$ cat src/rtl/lsu_mem_sequencer.sv
// lsu_mem_sequencer: runs one load/store as little-endian byte accesses on a byte-wide memory
// and returns the completion {valid, pc, res, rd, rob} on the result bus.
module lsu_mem_sequencer #(
    parameter int ADDR_WIDTH = 20,
    parameter int PREG_WIDTH = 6,
    parameter int ROB_WIDTH  = 6,
    parameter int PC_WIDTH   = 12,
    parameter int BUS_WIDTH  = 57
) (
    input  logic                  clk,
    input  logic                  rst,
    input  logic                  req_valid,
    output logic                  req_ready,
    input  logic                  req_is_store,
    input  logic [1:0]            req_size,
    input  logic                  req_unsigned,
    input  logic [ADDR_WIDTH-1:0] req_addr,
    input  logic [31:0]           req_wdata,
    input  logic [PREG_WIDTH-1:0] req_rd,
    input  logic [ROB_WIDTH-1:0]  req_rob,
    input  logic [PC_WIDTH-1:0]   req_pc,
    output logic                  mem_re,
    output logic                  mem_wr,
    output logic [ADDR_WIDTH-1:0] mem_address,
    output logic [7:0]            mem_wdata,
    input  logic [7:0]            mem_rdata,
    output logic [BUS_WIDTH-1:0]  bus_out,
    output logic                  busy
);
    typedef enum logic [1:0] {IDLE, ACCESS, WAIT, RESP} state_t;
    state_t state, state_nx;
    logic                  is_store, uns;
    logic [1:0]            size;
    logic [ADDR_WIDTH-1:0] addr;
    logic [31:0]           wdata, data, res;
    logic [PREG_WIDTH-1:0] rd, rd_res;
    logic [ROB_WIDTH-1:0]  rob;
    logic [PC_WIDTH-1:0]   pc;
    logic [2:0]            cnt, nbytes;
    logic [1:0]            lane;
    assign nbytes = (size == 2'd0) ? 3'd1 : (size == 2'd1) ? 3'd2 : 3'd4;
    // read data arrives one cycle late, so it belongs to the previous byte lane
    assign lane = cnt[1:0] - 2'd1;
    always_ff @(posedge clk or posedge rst) begin
        if (rst) begin
            state    <= IDLE;
            is_store <= 1'b0;
            uns      <= 1'b0;
            size     <= '0;
            addr     <= '0;
            wdata    <= '0;
            data     <= '0;
            rd       <= '0;
            rob      <= '0;
            pc       <= '0;
            cnt      <= '0;
        end else begin
            state <= state_nx;
            if (state == IDLE && req_valid) begin
                is_store <= req_is_store;
                uns      <= req_unsigned;
                size     <= req_size;
                addr     <= req_addr;
                wdata    <= req_wdata;
                rd       <= req_rd;
                rob      <= req_rob;
                pc       <= req_pc;
                cnt      <= '0;
                data     <= '0;
            end
            if (state == ACCESS) cnt <= cnt + 3'd1;
            if (!is_store && ((state == ACCESS && cnt != 3'd0) || state == WAIT))
                data[8*lane +: 8] <= mem_rdata;
        end
    end
    always_comb begin
        state_nx    = state;
        req_ready   = 1'b0;
        mem_re      = 1'b0;
        mem_wr      = 1'b0;
        mem_address = '0;
        mem_wdata   = '0;
        busy        = 1'b1;
        bus_out     = '0;
        res         = '0;
        rd_res      = '0;
        case (state)
            IDLE: begin
                req_ready = 1'b1;
                busy      = 1'b0;
                state_nx  = req_valid ? ACCESS : IDLE;
            end
            ACCESS: begin
                mem_address = addr + ADDR_WIDTH'(cnt);
                mem_wr      = is_store;
                mem_re      = !is_store;
                mem_wdata   = is_store ? wdata[8*cnt[1:0] +: 8] : 8'd0;
                state_nx    = (cnt != nbytes - 3'd1) ? ACCESS : is_store ? RESP : WAIT;
            end
            WAIT: state_nx = RESP;
            RESP: begin
                res = is_store ? 32'd0 :
                      (size == 2'd0) ? {{24{~uns & data[7]}}, data[7:0]} :
                      (size == 2'd1) ? {{16{~uns & data[15]}}, data[15:0]} : data;
                rd_res   = is_store ? '0 : rd;
                bus_out  = BUS_WIDTH'({1'b1, pc, res, rd_res, rob});
                state_nx = IDLE;
            end
            default: state_nx = IDLE;
        endcase
    end
endmodule
$ cat config.mk
export PLATFORM = sky130hd
export DESIGN_NAME = lsu_mem_sequencer
export DESIGN_NICKNAME = d
export VERILOG_FILES = /design/src/rtl/lsu_mem_sequencer.sv
export SDC_FILE = /design/constraint.sdc
export NUM_CORES = 1
export LEC_CHECK = 0
export BUFFER_PORTS_ARGS = -buffer_cell sky130_fd_sc_hd__buf_2
export CORE_MARGIN = 2
export CORE_UTILIZATION = 32
export CTS_CLUSTER_SIZE = 30
export DETAILED_ROUTE_END_ITERATION = 12
export PLACE_DENSITY = 0.64
export SLEW_MARGIN = 20
export SYNTH_ARGS = -nofsm -noshare
export SYNTH_HDL_FRONTEND = slang
export SYNTH_SLANG_ARGS = --single-unit
$ cat constraint.sdc
create_clock -name clk -period 6.8 [get_ports clk]
set_input_delay 1.36 -clock clk [delete_from_list [all_inputs] [get_ports clk]]
set_output_delay 1.36 -clock clk [all_outputs]
set_load 0.01 [all_outputs]
==> Word-level counts from Yosys, hierarchy flattened <==
Index checks and enable logic that the tools add are counted.
{ "totals": {"register_bits": 117, "output_inout_bits": 89} }
{ "classes": {"addsub": 5, "n_eq_ne": 5, "shift": 3, "n_mux": 23, "bitwise": 3, "n_reduce_logical": 9} }
{ "ops": {"columns": ["op", "count"], "rows": [
  ["$mux 32", 5],
  ["$mux 57", 1],
  ["$neg 5->34", 1],
  ["$shift 8x34->32 const A", 1],
  ["$shiftx 8x34->32", 1],
  ["$bwmux 32", 1],
  ["$shiftx 32x6->8", 1],
  ["$add 20x3->20", 1],
  ["$mux 20", 1],
  ["$mux 8", 2],
  ["$mux 3", 4],
  ["$pmux 2 s4", 1],
  ["$mux 1", 6],
  ["$mux 6", 1],
  ["$eq 2x1->1 const B", 2],
  ["$eq 2x2->1 const B", 2],
  ["$logic_not 2->1", 2],
  ["$add 3x1->3 const B", 1],
  ["$logic_and 1x1->1", 3],
  ["$ne 3x3->1", 1],
  ["$reduce_bool 3->1", 1],
  ["$sub 3x1->3 const B", 1],
  ["$and 1x1->1", 2],
  ["$mux 2", 1],
  ["5 further kinds", 5]
]} }

==> Depth between registers and ports, before layout <==
{ "logic_depth": {"word_depth": 7, "mapped_depth": 8} }

==> Worst setup path before layout <==
No wires, ideal clock.
{ "synth_path": {"kind": "register to output", "start": "register cnt[2]", "end": "output mem_address[15]", "t_arrival_ns": 1.914, "required_ns": 5.440, "path_slack_ns": 3.526, "path_stages_with_launch": 7, "n_path_buf": 1, "path_cell_list": "dfrtp_1 > ha_1 > nand3_1 > a21o_1 > buf_6 > or4_1 > a21oi_1"} }
{ "synth_between": {"elab_chain_len": 2} }
{ "synth_lines": {"columns": ["element", "line_no", "rtl"], "rows": [
  ["start: declaration", "39", "logic [2:0] cnt, nbytes;"],
  ["start signal: assignment", "71", "if (state == ACCESS) cnt <= cnt + 3'd1;"],
  ["$add 20x3->20", "94", "mem_address = addr + ADDR_WIDTH'(cnt);"],
  ["$mux 20", "87", "case (state)"],
  ["end: declaration", "24", "output logic [ADDR_WIDTH-1:0] mem_address,"]
]} }
No other way between the ends.

==> Worst setup path after layout <==
{ "layout_path": {"start": "register cnt[0]", "end": "output mem_address[16]"} }
The elaborated chain is that of the path after synthesis.

==> summary.txt <==
Status
  – Status: finished, final reports clean

Synthesis
  – Synthesized instance count: just under 500
  – Syn Area/Cell: 11.8 µm²
  – Mapped Area: 0.00575 mm²
  – Sequential share of the synthesized area: 50.9%
  – Post-synth top area share: a little over 50%
  – Synth top area cells: dfrtp_1, mux2_2, and3_1
  – Post-synth ARST share: 100%
  – Synth unique cells: between 40 and 50
  – FF+latch count, synth: between 100 and 150
  – Post-synth EDFFs: 0
  – Leading area contributor after synthesis: dfrtp_1
  – Ys flop type: dfrtp_1
  – Synth Net Count: a little under 600
  – Warnings from Yosys: 0

Critical path
  – Critical R2R Capture: data[14]
  – CP Max Fanout: 19
  – CP peak stage delay: slightly above 900 ps
  – Kind of critical path: reg2out
  – Required time of the critical path: around 5400 ps
  – Startpoint class of the critical path: register
  – Worst-path cell with the longest stage delay: dfrtp_1
  – Endpoint type of the worst setup path: output port
  – Cells along the critical path: ha_1 > fa_1 > a21o_1 > nand4_1 > or3_1 > a21oi_1 > buf_2
  – Reg2reg setup slack: around 4000 ps
  – Worst reg2reg path depth: 4
  – Worst EP arrival: between 3000 and 4000 ps

Global route
  – Initial antenna violation count: 0
  – Gr usage total: about 16%
  – Pin count of the biggest net entering global routing: 62
  – Gr ovfl total: 0
  – First-pass GRT wire length: around 24000 µm
  – Vias in the first global route: 4553

Power and ir drop
  – Pleak: ~3.7 nW
  – PwrDens: roughly 450 mW/mm²
  – Max rail drop VDD: about 0.00023 V
  – Total Power: about 3.4 mW

Cells and area
  – Share of layout cells above drive strength 1: a little under half
  – Synthesis-to-finish area growth: 29.1%
  – ANT cells: 0
  – Commonest non-fill, non-tap cell in the layout: buf_2
  – Most frequent cells in the layout: buf_2, dfrtp_1, mux2_2
  – Finished Layout Cells: 898
  – # fillers: between 1500 and 2000
  – Nets: between 700 and 800

Clock network
  – Post_cts resized: 0
  – CTS H-tree depth: 4
  – Clk buf depth: 2
  – Setup repair bufs after CTS: 0
  – Clk sink count: roughly 120
  – Post-CTS Hold Fix Bufs: 0
  – Worst-Skew Late Latency: ~400 ps
  – Clk pin slew, worst setup/hold paths: roughly 60 ps
  – TritonCTS clock tree: done
  – Clk root buf: clkbuf_16
  – TritonCTS Buffers: 17

Min path
  – Hold depth: 1
  – HP Class: reg2reg
  – WHS Endpoint: rob[1]
  – Hold_sp: rob[1]

Drt
  – Wl on met1: 7050 µm
  – Met2 wire len: 6810 µm
  – Remaining DRCs: 0
  – Routed WL: 14800 µm
  – Routed WL per cell: 16.5 µm
  – Met3 WL: between 700 and 800 µm
  – Via density: 4.95
  – Via count: approximately 4400
  – Drt first-iter violations: about 210
  – DR top layer: met4
  – Antenna-violating nets left: 0
  – First-pass DRT Iterations: 4

Timing
  – Tcrit/Tclk final: between 60% and 70%
  – Slew margin rel.: about two fifths
  – Clock Skews: slightly above 6 ps
  – Fin Hold WS: 496 ps
  – Final setup fails: 0
  – Final min period: 4490 ps
  – Setup TNS: 0 ps
  – Slew @ Worst Pin: roughly 900 ps
  – RSZ-0062 raised after global routing: no
  – Fin. max-slew vios: 0
  – Fmax: 223 MHz
  – Hold Fails Final Rpt: 0

Floorplan
  – Die span in y: approximately 140 µm
  – I/O Pins: 180
  – Die Wd: 138 µm
  – Placement Rows: 49
  – CORE AREA: 0.0178 mm²
  – Total die area: between 0.015 and 0.02 mm²
  – Initial Utilization: roughly a third

Place
  – Placer Congestion: 0.749
  – DP Cell Count: between 800 and 900
  – Detailed placement HPWL: 10200 µm
  – Buffers added on ports: between 150 and 200

Flow run
  – Max Cap Violations: 0
-- flip-flops by register name, indices dropped and copies added, names as in the netlist, named ones only --
signal    count
addr         20
cnt           3
data         32
is_store      1
pc           12
rd            6
rob           6
size          2
state         1
uns           1
wdata        32
-- report_power, final --
group	switching [mW]	internal, mW	total (mW)
Sequential	0.288	0.990	1.28
Combinational	0.569	0.610	1.18
Clock	0.341	0.578	0.919
-- final cells by class --
type | count | area, µm² | area share, %
flip-flops and latches | 117 | 2930 | 39.4
multi-input cells | 314 | 2590 | 34.9
repair buffers | 183 | 926 | 12.5
clock buffers | 17 | 425 | 5.73
well taps | 229 | 287 | 3.86
clock inverters | 15 | 179 | 2.41
inverters | 23 | 88.8 | 1.20
-- synth_stat cells, types with 2 or more instances --
| master | number |
|---|---|
| a211oi_1 | 2 |
| a21o_1 | 3 |
| a21oi_1 | 25 |
| a22o_1 | 32 |
| a31oi_1 | 3 |
| and2_1 | 6 |
| and3_1 | 46 |
| and4_1 | 2 |
| buf_1 | 2 |
| buf_2 | 10 |
| clkbuf_1 | 19 |
| dfrtp_1 | 117 |
| ha_1 | 9 |
| inv_1 | 23 |
| mux2_2 | 78 |
| mux2i_1 | 2 |
| mux4_2 | 8 |
| nand2_1 | 14 |
| nand2b_1 | 3 |
| nand3_1 | 5 |
| nand4_1 | 5 |
| nor2_1 | 17 |
| nor2b_1 | 2 |
| nor4_1 | 3 |
| o21a_1 | 8 |
| o21ai_0 | 10 |
| o31ai_1 | 4 |
| or3_1 | 4 |
| or4_1 | 3 |
| xnor2_1 | 5 |
| xor2_1 | 6 |
-- kinds of logic (layout without fill, tap and decap cells) --
family                     Yosys count  count (layout)  synth area share (%)
DFF                                117             117                  50.9
and+or+nand+nor                    114             114                  11.2
AOI/OAI and AO/OA                   91              91                  11.1
muxes                               88              88                  18.7
buffers and inverters               56             238                  4.07
xor gates and xnor gates            11              11                  1.67
adders and majority gates           10              10                  2.31
-- how the worst max path moves through the flow --
stage,startpoint,cells past startpoint,slack (ps),to
4_1_cts,cnt[0],7,2230,mem_address[18]
3_3_place_gp,cnt[0],7,2720,mem_address[18]
2_1_floorplan,rst,1,2340,asynchronous set/reset pin
6_report,cnt[0],7,2310,mem_address[16]
3_5_place_dp,cnt[0],7,2680,mem_address[18]
5_1_grt,cnt[0],7,1960,mem_address[14]
-- metal layers --
| metal | track usage [%] | vias to the layer above |
|---|---|---|
| met5 | 0 | - |
| met1 | 21.5 | 2188 |
| met4 | 4.83 | 0 |
| met3 | 4.36 | 13 |
| li1 | - | 2116 |
| met2 | 24.2 | 132 |
-- worst max-delay path, delay by kind of cell, from the launching register on --
family,cells,cell delay (ps)
AOI/OAI and AO/OA,2,350
and+or+nand+nor,2,730
buffers and inverters,1,170
adders and majority gates,2,550
DFF,1,920
-- stage by stage --
| step | setup WS, ps | util [%] | cell area (µm²) |
|---|---|---|---|
| floorplan | 2340 | - | 5750 |
| CTS | 2230 | 41.7 | 7420 |
| finish | 2310 | 41.8 | 7430 |
| detailed placement | 2680 | 38.3 | 6820 |
| global placement | 2720 | 38.3 | 6820 |
| global route | 1960 | 41.8 | 7430 |
(Power assumes the default switching activity.)
